==> src/rtl/pwm_pkg.sv <==
// Shared types for the pwm datapath.
// Ramp FSM states and the common duty-level width.
package pwm_pkg;

  localparam int PWM_LEVEL_WIDTH = 8;

  typedef enum logic [1:0] {
    IDLE = 2'd0,
    UP   = 2'd1,
    DOWN = 2'd2
  } ramp_state_t;

endpackage

==> src/rtl/pwm_ramp_tick.sv <==
// Ramp step timebase: one-cycle tick every TICK_CYCLES enabled clocks.
// TICK_CYCLES=1 gives a tick on every enabled cycle.
module pwm_ramp_tick #(
  parameter int TICK_CYCLES = 100000
) (
  input  logic clk_in,
  input  logic rst_in,
  input  logic clear_in,
  input  logic enable_in,
  output logic tick_out
);

  localparam int CW = (TICK_CYCLES > 1) ? $clog2(TICK_CYCLES) : 1;
  localparam logic [CW-1:0] LAST = CW'(TICK_CYCLES - 1);

  logic [CW-1:0] cnt_q;
  logic [CW-1:0] cnt_d;

  // Next count: wrap at LAST, hold when disabled, zero on clear.
  always_comb begin
    cnt_d = cnt_q;
    if (clear_in) begin
      cnt_d = '0;
    end else if (enable_in) begin
      cnt_d = (cnt_q == LAST) ? '0 : cnt_q + 1'b1;
    end
  end

  // Counter register.
  always_ff @(posedge clk_in) begin
    if (rst_in) begin
      cnt_q <= '0;
    end else begin
      cnt_q <= cnt_d;
    end
  end

  assign tick_out = enable_in && !clear_in && (cnt_q == LAST);

endmodule

==> src/rtl/pwm_level_ramp.sv <==
// Duty-level slew limiter feeding pwm level_in.
// Fades toward a handshaken target, or breathes between two limits.
module pwm_level_ramp
  import pwm_pkg::*;
#(
  parameter int LEVEL_WIDTH = PWM_LEVEL_WIDTH,
  parameter int TICK_CYCLES = 100000,
  parameter int STEP_SIZE   = 1,
  parameter int BREATHE_MIN = 0,
  parameter int BREATHE_MAX = 255
) (
  input  logic                   clk_in,
  input  logic                   rst_in,
  input  logic [LEVEL_WIDTH-1:0] target_in,
  input  logic                   target_valid_in,
  output logic                   target_ready_out,
  input  logic                   breathe_in,
  output logic [LEVEL_WIDTH-1:0] level_out,
  output logic                   busy_out,
  output logic                   done_out
);

  localparam int W1 = LEVEL_WIDTH + 1;
  localparam logic [LEVEL_WIDTH-1:0] STEP_L = LEVEL_WIDTH'(STEP_SIZE);
  localparam logic [W1-1:0] STEP_W = W1'(STEP_SIZE);
  localparam logic [LEVEL_WIDTH-1:0] BMIN = LEVEL_WIDTH'(BREATHE_MIN);
  localparam logic [LEVEL_WIDTH-1:0] BMAX = LEVEL_WIDTH'(BREATHE_MAX);

  ramp_state_t state_q, state_d;
  logic [LEVEL_WIDTH-1:0] lvl_q, lvl_d;
  logic [LEVEL_WIDTH-1:0] tgt_q, tgt_d;
  logic brth_q, brth_d;
  logic done_q, done_d;
  logic busy_q;

  logic accept;
  logic clr;
  logic tick;
  logic [W1-1:0] diff_up;
  logic [W1-1:0] diff_dn;
  logic [LEVEL_WIDTH-1:0] up_nxt;
  logic [LEVEL_WIDTH-1:0] dn_nxt;

  assign target_ready_out = (state_q == IDLE) && !rst_in;
  assign accept = target_valid_in && target_ready_out;

  pwm_ramp_tick #(
    .TICK_CYCLES(TICK_CYCLES)
  ) u_tick (
    .clk_in   (clk_in),
    .rst_in   (rst_in),
    .clear_in (clr),
    .enable_in(state_q != IDLE),
    .tick_out (tick)
  );

  // Saturating single-step candidates; wide diffs avoid wrap.
  always_comb begin
    diff_up = {1'b0, tgt_q} - {1'b0, lvl_q};
    diff_dn = {1'b0, lvl_q} - {1'b0, tgt_q};
    up_nxt  = (diff_up <= STEP_W) ? tgt_q : lvl_q + STEP_L;
    dn_nxt  = (diff_dn <= STEP_W) ? tgt_q : lvl_q - STEP_L;
  end

  // Ramp FSM next-state: start, step, turnaround, finish.
  always_comb begin
    state_d = state_q;
    lvl_d   = lvl_q;
    tgt_d   = tgt_q;
    brth_d  = brth_q;
    done_d  = 1'b0;
    clr     = 1'b0;
    unique case (state_q)
      IDLE: begin
        if (accept) begin
          tgt_d = target_in;
          clr   = 1'b1;
          if (target_in > lvl_q) begin
            state_d = UP;
          end else if (target_in < lvl_q) begin
            state_d = DOWN;
          end else begin
            done_d = 1'b1;
          end
        end else if (breathe_in) begin
          brth_d  = 1'b1;
          tgt_d   = BMAX;
          clr     = 1'b1;
          state_d = (lvl_q > BMAX) ? DOWN : UP;
        end
      end
      UP: begin
        if (tick) begin
          lvl_d = up_nxt;
          if (up_nxt == tgt_q) begin
            if (brth_q && breathe_in) begin
              tgt_d   = BMIN;
              state_d = DOWN;
            end else begin
              brth_d  = 1'b0;
              state_d = IDLE;
              done_d  = 1'b1;
            end
          end
        end
      end
      DOWN: begin
        if (tick) begin
          lvl_d = dn_nxt;
          if (dn_nxt == tgt_q) begin
            if (brth_q && breathe_in) begin
              tgt_d   = BMAX;
              state_d = UP;
            end else begin
              brth_d  = 1'b0;
              state_d = IDLE;
              done_d  = 1'b1;
            end
          end
        end
      end
      default: begin
        state_d = IDLE;
      end
    endcase
  end

  // FSM and registered outputs.
  always_ff @(posedge clk_in) begin
    if (rst_in) begin
      state_q <= IDLE;
      lvl_q   <= '0;
      tgt_q   <= '0;
      brth_q  <= 1'b0;
      done_q  <= 1'b0;
      busy_q  <= 1'b0;
    end else begin
      state_q <= state_d;
      lvl_q   <= lvl_d;
      tgt_q   <= tgt_d;
      brth_q  <= brth_d;
      done_q  <= done_d;
      busy_q  <= (state_d != IDLE);
    end
  end

  assign level_out = lvl_q;
  assign busy_out  = busy_q;
  assign done_out  = done_q;

endmodule

==> config.mk <==
export PLATFORM = sky130hd
export DESIGN_NAME = pwm_level_ramp
export DESIGN_NICKNAME = d
export VERILOG_FILES = /design/src/rtl/pwm_pkg.sv /design/src/rtl/pwm_ramp_tick.sv /design/src/rtl/pwm_level_ramp.sv
export SDC_FILE = /design/constraint.sdc
export NUM_CORES = 1
export LEC_CHECK = 0
export BUFFER_PORTS_ARGS = -buffer_cell sky130_fd_sc_hd__buf_4
export CAP_MARGIN = 20
export CORE_MARGIN = 2
export CORE_UTILIZATION = 60
export CTS_CLUSTER_DIAMETER = 50
export DETAILED_ROUTE_END_ITERATION = 12
export PLACE_DENSITY = 0.85
export SETUP_SLACK_MARGIN = 0.3
export SLEW_MARGIN = 0
export SYNTH_ARGS = -nofsm -noshare
export SYNTH_HDL_FRONTEND = slang
export SYNTH_SLANG_ARGS = --single-unit
==> constraint.sdc <==
create_clock -name clk_in -period 3.87 [get_ports clk_in]
set_clock_uncertainty 0.2 [all_clocks]
set_input_delay 0.387 -clock clk_in [delete_from_list [all_inputs] [get_ports clk_in]]
set_output_delay 0.387 -clock clk_in [all_outputs]
set_load 0.01 [all_outputs]
Yosys cells after proc, flatten, opt, wreduce, memory -nomap -nowiden

Index checks and enable logic that the tools add are counted.

RAM bits: 0
Logic and storage cells: 94
ROM bits: 0
Register bits: 38
Memories: 0
Input port bits: 12
Bits in latches: 0

Shift operators: 0
Multiply operators: 0
Magnitude comparators: 5
Bitwise operators: 0
$add $sub $neg: 5
Equal/unequal tests: 14
Divide/modulo/power cells: 0
Muxes and demuxes: 47
Reductions and logical operators: 16

Operator list:

| cell                  | count |
|---|---|
| $mux 8                | 12 |
| $pmux 8 s3            | 1 |
| $mux 2                | 10 |
| $mux 1                | 19 |
| $le 9x1->1 const B    | 2 |
| $sub 8x8->9           | 2 |
| $add 17x1->17 const B | 1 |
| $eq 17x17->1 const B  | 1 |
| $mux 17               | 1 |
| $eq 8x8->1            | 2 |
| $ne 2x2->1 const B    | 8 |
| $pmux 8 s2            | 1 |
| $add 8x1->8 const B   | 1 |
| $gt 8x8->1            | 1 |
| $gt 8x8->1 const B    | 1 |
| $lt 8x8->1            | 1 |
| $reduce_and 8->1      | 1 |
| $sub 8x1->8 const B   | 1 |
| $reduce_and 7->1      | 1 |
| $pmux 1 s3            | 2 |
| $pmux 2 s3            | 1 |
| $reduce_bool 2->1     | 3 |
| $logic_and 1x1->1     | 5 |
| $ne 3x3->1 const B    | 1 |
| other kinds (7)       | 8 |

Longest topological paths before layout

Gate-level depths: netlist of run 1.

Depth in word-level cells: 11
Gate-level depth with buffers: 13
Mapped depth without buffers: 12

Cells and area by module

Synthesis of run 1 repeated with hierarchy kept, for this count alone.

Cell total of the unflattened synthesis: 440
Area total of the unflattened synthesis: 3550.9 sq um

By module, submodules not included:

| module         | seq. area each (sq um) | area an instance (sq um) | cells each | instances |
|---|---|---|---|---|
| pwm_level_ramp | 420.4                  | 2712.6                   | 344        | 1 |
| pwm_ramp_tick  | 340.3                  | 838.3                    | 96         | 1 |

Least setup slack after synthesis of run 1

Ideal clock, no wire load.

Path kind: reg-to-reg
From: register lvl_q[5], in the netlist level_out[5]
To: register busy_q, in the netlist busy_out
Required time: 3.611 ns
Path buffers: 2
Arrival time: 3.334 ns
Library setup time: 0.059 ns
Cell stages (with the launch flop): 13
Setup slack: 0.277 ns
Cell sequence: dfxtp_1 clkbuf_1 inv_1 ha_1 buf_2 o21ai_1 a21oi_1 or4_4 a2111oi_4 a22oi_2 or4_1 a311oi_2 a221o_1

Cells in the longest elaborated chain, start to end: 8

Ends and longest elaborated chain:

| item                                  | line                                        | source |
|---|---|---|
| from (decl)                           | pwm_level_ramp.sv:30                        | `logic [LEVEL_WIDTH-1:0] lvl_q, lvl_d;` |
| from (signal assigned)                | pwm_level_ramp.sv:139                       | `lvl_q <= lvl_d;` |
| $sub 8x8->9, on equally long branches | pwm_level_ramp.sv:60, pwm_level_ramp.sv:59  |  |
| $le 9x1->1, on equally long branches  | pwm_level_ramp.sv:62, pwm_level_ramp.sv:61  |  |
| $mux 8, on equally long branches      | pwm_level_ramp.sv:62, pwm_level_ramp.sv:61  |  |
| $eq 8x8->1, on equally long branches  | pwm_level_ramp.sv:110, pwm_level_ramp.sv:95 |  |
| $mux 2, on equally long branches      | pwm_level_ramp.sv:110, pwm_level_ramp.sv:95 |  |
| $mux 2, on equally long branches      | pwm_level_ramp.sv:108, pwm_level_ramp.sv:93 |  |
| $pmux 2 s3 (*)                        | pwm_level_ramp.sv:73                        | `unique case (state_q)` |
| $reduce_bool 2->1 (*)                 | pwm_level_ramp.sv:143                       | `busy_q <= (state_d != IDLE);` |
| to (signal assigned)                  | pwm_level_ramp.sv:143                       |  |
| to (decl)                             | pwm_level_ramp.sv:34                        | `logic busy_q;` |

Mark *: on every way between the ends. The rest lies on a longest branch, timed or not.
A chain may end at the register's enable or synchronous reset.

Final worst setup path of run 1

From: register lvl_q[7], in the netlist level_out[7]
To: register lvl_q[3], in the netlist level_out[3]

Cells in the longest elaborated chain, start to end: 5

Ends and longest elaborated chain:

| item                                  | line |
|---|---|
| $sub 8x8->9, on equally long branches | pwm_level_ramp.sv:60, pwm_level_ramp.sv:59 |
| $le 9x1->1, on equally long branches  | pwm_level_ramp.sv:62, pwm_level_ramp.sv:61 |
| $mux 8, on equally long branches      | pwm_level_ramp.sv:62, pwm_level_ramp.sv:61 |
| $mux 8, on equally long branches      | pwm_level_ramp.sv:108, pwm_level_ramp.sv:93 |
| $pmux 8 s2 (*)                        | pwm_level_ramp.sv:73 |

Mark *: on every way between the ends. The rest lies on a longest branch, timed or not. The select of a mux whose other input is x is not followed.

==> flow_results.xml, run 1 <==
<?xml version="1.0" encoding="UTF-8"?>
<metrics>
  <group name="floorplanning">
    <metric name="chipHeight" unit="um">81.0</metric>
    <metric name="effective_utilization_at_floorplan" unit="%">61.1</metric>
    <metric name="die_w" unit="um">81.0</metric>
    <metric name="io_pins" unit="">23</metric>
    <metric name="design.core.area" unit="um2">5820</metric>
    <metric name="die_footprint" unit="um2">6550</metric>
    <metric name="row_count" unit="">28</metric>
  </group>
  <group name="route">
    <metric name="drt_first_pass_iters" unit="">5</metric>
    <metric name="detailedRoute.firstIterationViolations" unit="">325</metric>
    <metric name="drc_errors" unit="">0</metric>
    <metric name="viasPerCell" unit="">6.71</metric>
    <metric name="route.antenna.remaining_nets" unit="">0</metric>
    <metric name="wirelength" unit="um">10400</metric>
    <metric name="routed-via-count" unit="">3683</metric>
    <metric name="route.detailed.wl_per_inst" unit="um">19.0</metric>
  </group>
  <group name="global_route">
    <metric name="global_route.overflow_total" unit="">0</metric>
    <metric name="grt_pass1_vias" unit="">3390</metric>
    <metric name="antenna_violations_before_repair" unit="">0</metric>
    <metric name="pin_count_of_the_biggest_net_entering_global_routing" unit="">24</metric>
    <metric name="wire_length_of_the_first_global_routing_pass" unit="um">16400</metric>
    <metric name="globalRouteTotalUtil" unit="%">32.5</metric>
  </group>
  <group name="cts">
    <metric name="clock_insertion_delay_worst_skew" unit="ns">0.30</metric>
    <metric name="ctsHtreeMaxLevel" unit="">2</metric>
    <metric name="cts_root_buf" unit="">clkbuf_8</metric>
    <metric name="cts_inserted_buffers" unit="">5</metric>
    <metric name="cts_tree" unit="">built</metric>
    <metric name="clock_tree.buffer_depth" unit="">2</metric>
    <metric name="clock_sinks" unit="">38</metric>
    <metric name="clock_edge_transition_at_the_registers_on_the_reported_setup_and_hold_paths" unit="ns">0.08</metric>
  </group>
  <group name="logic_synthesis">
    <metric name="post-synth-top-area-fraction" unit="%">21.4</metric>
    <metric name="postSynth.topFlopCell" unit="">dfxtp_1</metric>
    <metric name="syn-num-nets" unit="">489</metric>
    <metric name="post_synthesis_cell_count" unit="">443</metric>
    <metric name="largest_cells_by_area_after_synthesis" unit="">dfxtp_1, ha_1, xnor2_1</metric>
    <metric name="syn-cell-area" unit="um2">3550</metric>
    <metric name="synth_top_area_cell" unit="">dfxtp_1</metric>
    <metric name="synth.avg_cell_area" unit="um2">8.02</metric>
    <metric name="yosys.cell_types.count" unit="">72</metric>
    <metric name="synth-edff-count" unit="">0</metric>
    <metric name="synth_async_sr_flop_share" unit="%">0</metric>
    <metric name="synth.ff_latch_count" unit="">38</metric>
    <metric name="count_of_warnings_emitted_by_yosys" unit="">0</metric>
    <metric name="ys_seq_area_share" unit="%">21.4</metric>
  </group>
  <group name="sta">
    <metric name="rsz0062_at_grt" unit="">false</metric>
    <metric name="fmax" unit="GHz">0.290</metric>
    <metric name="timing.final.crit_share" unit="%">89.1</metric>
    <metric name="whs" unit="ns">0.184</metric>
    <metric name="finalWorstPathRequiredPeriod" unit="ns">3.45</metric>
    <metric name="fin_setup_tns" unit="ns">0</metric>
    <metric name="setup_viol_count_final" unit="">0</metric>
    <metric name="slew_viol_final" unit="">0</metric>
    <metric name="timing.final.hold_violations" unit="">0</metric>
    <metric name="timing.slew.headroom" unit="%">49.1</metric>
    <metric name="tightestPinTransition" unit="ns">0.757</metric>
  </group>
  <group name="run_status">
    <metric name="result_of_the_run" unit="">complete, no violations</metric>
  </group>
  <group name="setup_path">
    <metric name="critical_path_class" unit="">flip-flop to flip-flop</metric>
    <metric name="critical-path-slowest-cell" unit="">o31ai_1</metric>
    <metric name="timing.critical_path.cells" unit="">inv_1 -&gt; ha_1 -&gt; nand2_1 -&gt; o21ai_0 -&gt; nor2b_1 -&gt; o31ai_1 -&gt; nand3_2 -&gt; o21a_2 -&gt; o221a_1 -&gt; a22o_1</metric>
    <metric name="setup.worst_path.start" unit="">level_out[7]$_SDFFE_PP0P_</metric>
    <metric name="timing.critical_path.arrival" unit="ns">3.45</metric>
    <metric name="crit-reg2reg-launch" unit="">level_out[7]$_SDFFE_PP0P_</metric>
    <metric name="cp-start-kind" unit="">flip-flop</metric>
    <metric name="critical_path_required" unit="ns">3.87</metric>
    <metric name="critical_path.max_stage_delay" unit="ns">0.63</metric>
    <metric name="critPathCaptureType" unit="">flip-flop</metric>
    <metric name="crit_fanout" unit="">8</metric>
  </group>
  <group name="power">
    <metric name="p_sw" unit="uW">624</metric>
    <metric name="p_clk_share" unit="%">18.6</metric>
    <metric name="irDropWorstVdd" unit="mV">0.334</metric>
    <metric name="sequentialPowerShare" unit="%">32.6</metric>
    <metric name="power.share.combinational" unit="%">48.9</metric>
    <metric name="totalPowerFinal" unit="mW">1.46</metric>
    <metric name="pwr_density_cell" unit="nW/um2">359</metric>
    <metric name="power.share.switching" unit="%">42.9</metric>
    <metric name="intPower" unit="uW">832</metric>
    <metric name="p_leak" unit="nW">1.63</metric>
  </group>
  <group name="min_path">
    <metric name="worst_hold_startpoint" unit="">target_in[0]</metric>
    <metric name="type_of_the_tightest_min_delay_check" unit="">input pin to flip-flop</metric>
  </group>
  <group name="finish">
    <metric name="number_of_nets_in_the_final_layout" unit="">520</metric>
    <metric name="num_antenna_cells" unit="">0</metric>
    <metric name="drive_above_1_share" unit="%">16.9</metric>
    <metric name="area_delta_synth_final" unit="%">14.3</metric>
    <metric name="final_util" unit="%">69.8</metric>
  </group>
  <group name="placed_design">
    <metric name="globalplace.congestion" unit="">0.984</metric>
    <metric name="hpwlAfterDp" unit="um">7630</metric>
    <metric name="numPortBuffers" unit="">22</metric>
  </group>
  <group name="flow_run">
    <metric name="drv.max_cap_violation_count" unit="">0</metric>
  </group>
</metrics>
synth_stat cells (4+ instances only):
cell       n
nor2_1    43
dfxtp_1   38
ha_1      32
nand2_1   29
inv_1     26
a21oi_1   21
nand3_1   21
xnor2_1   21
o21ai_0   18
xor2_1    17
mux2i_1   15
nand2b_1  12
clkbuf_1  10
and3_1     8
nor3_1     8
a221oi_1   7
a22o_1     5
buf_2      5
nand4_1    5
nor4_1     5
o31ai_1    5
a211oi_1   4
nor2b_1    4
o211ai_1   4
o21a_1     4
or2_2      4
cells by family (layout without fill, tap and decap cells):
kind of cell	Yosys count	after routing	share of synthesized area (%)
compound gates	109	109	22.9
xor+xnor	38	38	9.37
flops	38	38	21.4
fa+ha+maj	34	34	12.4
simple gates	164	164	24.4
mux	16	16	4.54
buf+inv	44	75	5.03
flip-flops by register name (all words and copies together) (netlist names):
register      count
tgt_q             8
level_out         8
busy_out          1
done_out          1
brth_q            1
state_q           2
u_tick.cnt_q     17
through the flow:
stage | std cells | setup WS (ns) | area, um2
6_report | 549 | 0.422 | 4060
4_1_cts | 545 | 0.349 | 3940
5_1_grt | 549 | 0.226 | 4060
3_3_place_gp | 537 | 0.298 | 3840
2_1_floorplan | 443 | 0.327 | 3550
3_5_place_dp | 537 | 0.206 | 3840
placed cells by master (no fill, tap or decap), drive strengths merged, types with 5 or more instances in the layout:
cell    count
a21oi      22
a221oi      8
a22o        5
and3        8
buf        41
clkbuf      5
dfxtp      38
ha         32
inv        27
mux2i      15
nand2      29
nand2b     12
nand3      22
nand4       5
nor2       43
nor3       10
nor4        5
o21ai      20
o31ai       5
xnor2      21
xor2       17
final cells by class:
type                            count  area (um2)
Multi-Input combinational cell    361        2710
Clock buffer                        5        68.8
Sequential cell                    38         764
Tap cell                           75        93.8
Inverter                           27         101
Fill cell                         494        1760
Timing Repair Buffer               41         308
Clock inverter                      2        10.0
power by group through the flow:
stage	clock network (mW)	logic [mW]	registers (mW)
2_1_floorplan	0	0.475	0.462
3_3_place_gp	0	0.608	0.479
3_5_place_dp	0	0.617	0.480
4_1_cts	0.273	0.630	0.471
5_1_grt	0.288	0.766	0.477
6_report	0.270	0.712	0.474
path summary, 6_finish.rpt:
check / to / slack (ns) / cells past startpoint
max reg2reg: level_out[3]$_SDFFE_PP0P_ / 0.42 / 10
max: level_out[3]$_SDFFE_PP0P_ / 0.42 / 10
min reg2reg: u_tick.cnt_q[3]$_SDFFE_PP0P_ / 0.35 / 2
min: tgt_q[0]$_SDFFE_PP0P_ / 0.18 / 3
worst max-delay path: cells and delay by family, from the launching register on:
| kind | cells | cell delay [ns] |
|---|---|---|
| fa+ha+maj | 1 | 0.47 |
| simple gates | 3 | 0.47 |
| compound gates | 5 | 1.61 |
| flops | 1 | 0.42 |
| buf+inv | 1 | 0.16 |
what timing repair did:
action / 4_1_cts / 5_1_grt
hold buffers: 0 / 0
endpoints found under the setup margin: 15 / 17
pin swaps: 1 / 5
resized for setup: 3 / 19
buffers inserted: 1 / 4
layer usage:
layer	track usage, %	share of wire (%)	routed length (um)
met5	0	0	0
met4	12.7	3.3	342
met3	6.11	9.4	980
met2	50.9	45	4730
met1	44.1	42	4360
Power figures use the tool's default switching activity.
==> run 2, diff against run 1 <==
--- a/config.mk
+++ b/config.mk
@@ -7,6 +7,7 @@
 export LEC_CHECK = 0
 export BUFFER_PORTS_ARGS = -buffer_cell sky130_fd_sc_hd__buf_4
 export CAP_MARGIN = 20
+export CORE_ASPECT_RATIO = 1.2
 export CORE_MARGIN = 2
 export CORE_UTILIZATION = 60
 export CTS_CLUSTER_DIAMETER = 50
==> flow_results.xml, run 2 (synthesis results as in run 1) <==
<?xml version="1.0" encoding="UTF-8"?>
<metrics>
  <group name="run_status">
    <metric name="result_of_the_run" unit="">complete, no violations</metric>
  </group>
  <group name="setup_path">
    <metric name="critical-path-slowest-cell" unit="">or4_4</metric>
    <metric name="critical_path_required" unit="ns">3.87</metric>
    <metric name="timing.critical_path.arrival" unit="ns">3.50</metric>
    <metric name="timing.critical_path.cells" unit="">inv_1 -&gt; ha_1 -&gt; nand3b_1 -&gt; a21oi_1 -&gt; or4_4 -&gt; a2111oi_4 -&gt; buf_4 -&gt; a21oi_2 -&gt; buf_4 -&gt; a221oi_4 -&gt; nand3_4 -&gt; mux2i_1</metric>
    <metric name="crit_fanout" unit="">8</metric>
    <metric name="cp-start-kind" unit="">flip-flop</metric>
    <metric name="kind_of_cell_adding_the_most_delay_to_the_critical_path" unit="">simple AND/OR/NAND/NOR gates</metric>
    <metric name="critical_path_class" unit="">flip-flop to flip-flop</metric>
    <metric name="critPathCaptureType" unit="">flip-flop</metric>
    <metric name="cp_num_buf_inv" unit="">3</metric>
    <metric name="critical_path.max_stage_delay" unit="ns">0.50</metric>
    <metric name="critical_path.most_common_cell" unit="">buf_4</metric>
  </group>
  <group name="cts">
    <metric name="cts_tree" unit="">built</metric>
    <metric name="clock_tree.buffer_depth" unit="">2</metric>
    <metric name="clock_sinks" unit="">38</metric>
    <metric name="cts_hold_repair.buffers" unit="">0</metric>
    <metric name="clock_insertion_delay_worst_skew" unit="ns">0.31</metric>
    <metric name="clock_edge_transition_at_the_registers_on_the_reported_setup_and_hold_paths" unit="ns">0.08</metric>
    <metric name="ctsHtreeMaxLevel" unit="">2</metric>
    <metric name="cts_inserted_buffers" unit="">5</metric>
    <metric name="cts_root_buf" unit="">clkbuf_8</metric>
  </group>
  <group name="global_route">
    <metric name="antenna_violations_before_repair" unit="">0</metric>
    <metric name="globalRouteTotalUtil" unit="%">32.3</metric>
    <metric name="grt_pass1_vias" unit="">3430</metric>
    <metric name="pin_count_of_the_biggest_net_entering_global_routing" unit="">24</metric>
    <metric name="wire_length_of_the_first_global_routing_pass" unit="um">16400</metric>
    <metric name="global_route.overflow_total" unit="">0</metric>
  </group>
  <group name="sta">
    <metric name="finalWorstPathRequiredPeriod" unit="ns">3.50</metric>
    <metric name="setup_viol_count_final" unit="">0</metric>
    <metric name="fin_setup_tns" unit="ns">0</metric>
    <metric name="rsz0062_at_grt" unit="">false</metric>
    <metric name="tightestPinTransition" unit="ns">0.667</metric>
    <metric name="slew_viol_final" unit="">0</metric>
    <metric name="timing.final.hold_violations" unit="">0</metric>
    <metric name="fmax" unit="GHz">0.285</metric>
    <metric name="timing.slew.headroom" unit="%">55.5</metric>
    <metric name="timing.final.crit_share" unit="%">90.5</metric>
    <metric name="postLayoutSetupSlackWorst" unit="ns">0.366</metric>
  </group>
  <group name="power">
    <metric name="p_leak" unit="nW">1.67</metric>
    <metric name="irDropWorstVdd" unit="mV">0.198</metric>
    <metric name="pwr_density_cell" unit="nW/um2">380</metric>
  </group>
  <group name="finish">
    <metric name="register_area" unit="um2">763</metric>
    <metric name="final_util" unit="%">72.7</metric>
    <metric name="area_delta_synth_final" unit="%">16.7</metric>
    <metric name="drive_above_1_share" unit="%">17.8</metric>
    <metric name="number_of_nets_in_the_final_layout" unit="">524</metric>
    <metric name="multiInputGateArea" unit="um2">2720</metric>
    <metric name="num_antenna_cells" unit="">0</metric>
    <metric name="regMostFlops" unit="">u_tick.cnt_q</metric>
    <metric name="largest_register_ffs" unit="">17</metric>
    <metric name="fillers" unit="">464</metric>
    <metric name="most-common-layout-cells" unit="">nor2_1, buf_4, dfxtp_1, ha_1, nand2_1</metric>
  </group>
  <group name="floorplanning">
    <metric name="die_footprint" unit="um2">6560</metric>
    <metric name="row_count" unit="">30</metric>
    <metric name="design.core.area" unit="um2">5710</metric>
    <metric name="io_pins" unit="">23</metric>
    <metric name="die_w" unit="um">74.3</metric>
    <metric name="effective_utilization_at_floorplan" unit="%">62.3</metric>
    <metric name="chipHeight" unit="um">88.3</metric>
  </group>
  <group name="route">
    <metric name="wirelength" unit="um">10700</metric>
    <metric name="routed-via-count" unit="">3683</metric>
    <metric name="drt_first_pass_iters" unit="">6</metric>
    <metric name="route.detailed.wl_per_inst" unit="um">19.2</metric>
    <metric name="detailedRoute.firstIterationViolations" unit="">343</metric>
    <metric name="viasPerCell" unit="">6.60</metric>
    <metric name="route.antenna.remaining_nets" unit="">0</metric>
    <metric name="drc_errors" unit="">0</metric>
  </group>
  <group name="placed_design">
    <metric name="numPortBuffers" unit="">22</metric>
    <metric name="globalplace.congestion" unit="">1.07</metric>
    <metric name="detailedPlace.worstSlack" unit="ns">0.135</metric>
    <metric name="hpwlAfterDp" unit="um">7610</metric>
  </group>
  <group name="min_path">
    <metric name="type_of_the_tightest_min_delay_check" unit="">input pin to flip-flop</metric>
  </group>
  <group name="flow_run">
    <metric name="drv.max_cap_violation_count" unit="">0</metric>
  </group>
</metrics>
[run 2: cell types whose count changed in the layout (fill, tap and decap cells not counted), sizes merged]
cell    previous run  this run
clkbuf             5         6
clkinv             2         0
buf               41        45
bufinv             0         1
[run 2: final timing paths]
path                                       from                            end  slack, ns  depth (start not counted)
setup / recovery      level_out[2]$_SDFFE_PP0P_          tgt_q[0]$_SDFFE_PP0P_       0.37                         12
hold reg to reg   u_tick.cnt_q[16]$_SDFFE_PP0P_  u_tick.cnt_q[16]$_SDFFE_PP0P_       0.33                          2
hold / removal                     target_in[1]          tgt_q[1]$_SDFFE_PP0P_       0.19                          3
setup reg to reg      level_out[2]$_SDFFE_PP0P_          tgt_q[0]$_SDFFE_PP0P_       0.37                         12
[run 2: power breakdown]
group	total, mW	leakage, nW	switching [mW]	internal [mW]
logic	0.745	1.30	0.445	0.300
registers	0.468	0.310	0.0490	0.419
clock network	0.364	0.0573	0.157	0.206
[run 2: metal layers]
| metal | track usage, % | vias to the layer above | share of wire (%) |
|---|---|---|---|
| met2 | 54.8 | 229 | 48 |
| met3 | 4.33 | 71 | 7.8 |
| met1 | 39.0 | 1704 | 38 |
| met4 | 17.9 | 0 | 6.6 |
| li1 | - | 1679 | - |
| met5 | 0 | - | 0 |
[run 2: worst reg2reg max path: stages (launching register included)]
cell,delay [ns]
dfxtp_1,0.34
inv_1,0.11
ha_1,0.46
nand3b_1,0.19
a21oi_1,0.10
or4_4,0.50
a2111oi_4,0.37
buf_4,0.20
a21oi_2,0.07
buf_4,0.17
a221oi_4,0.28
nand3_4,0.21
mux2i_1,0.18
[run 2: final cells by class]
type	instances	share of cell area, %
Clock buffer	6	1.99
Tap cell	80	2.41
Sequential cell	38	18.4
Multi-Input combinational cell	361	65.5
Inverter	27	2.44
Timing Repair Buffer	45	8.54
Clock inverter	1	0.724
[run 2: repair_timing]
item                       4_1_cts  5_1_grt
resized for setup                7       16
cloned                           0        0
buffers inserted                 1        4
setup endpoints to repair       17       20
pin swaps                        1        8
[run 2: metrics by stage]
step	cell area, um2	cells	hold WS (ns)	total power, mW
2_1_floorplan	3550	443	0.280	0.937
4_1_cts	4040	554	0.209	1.49
6_report	4150	558	0.195	1.58
3_3_place_gp	3880	546	0.302	1.10
3_5_place_dp	3880	546	0.317	1.12
5_1_grt	4150	558	0.202	1.65
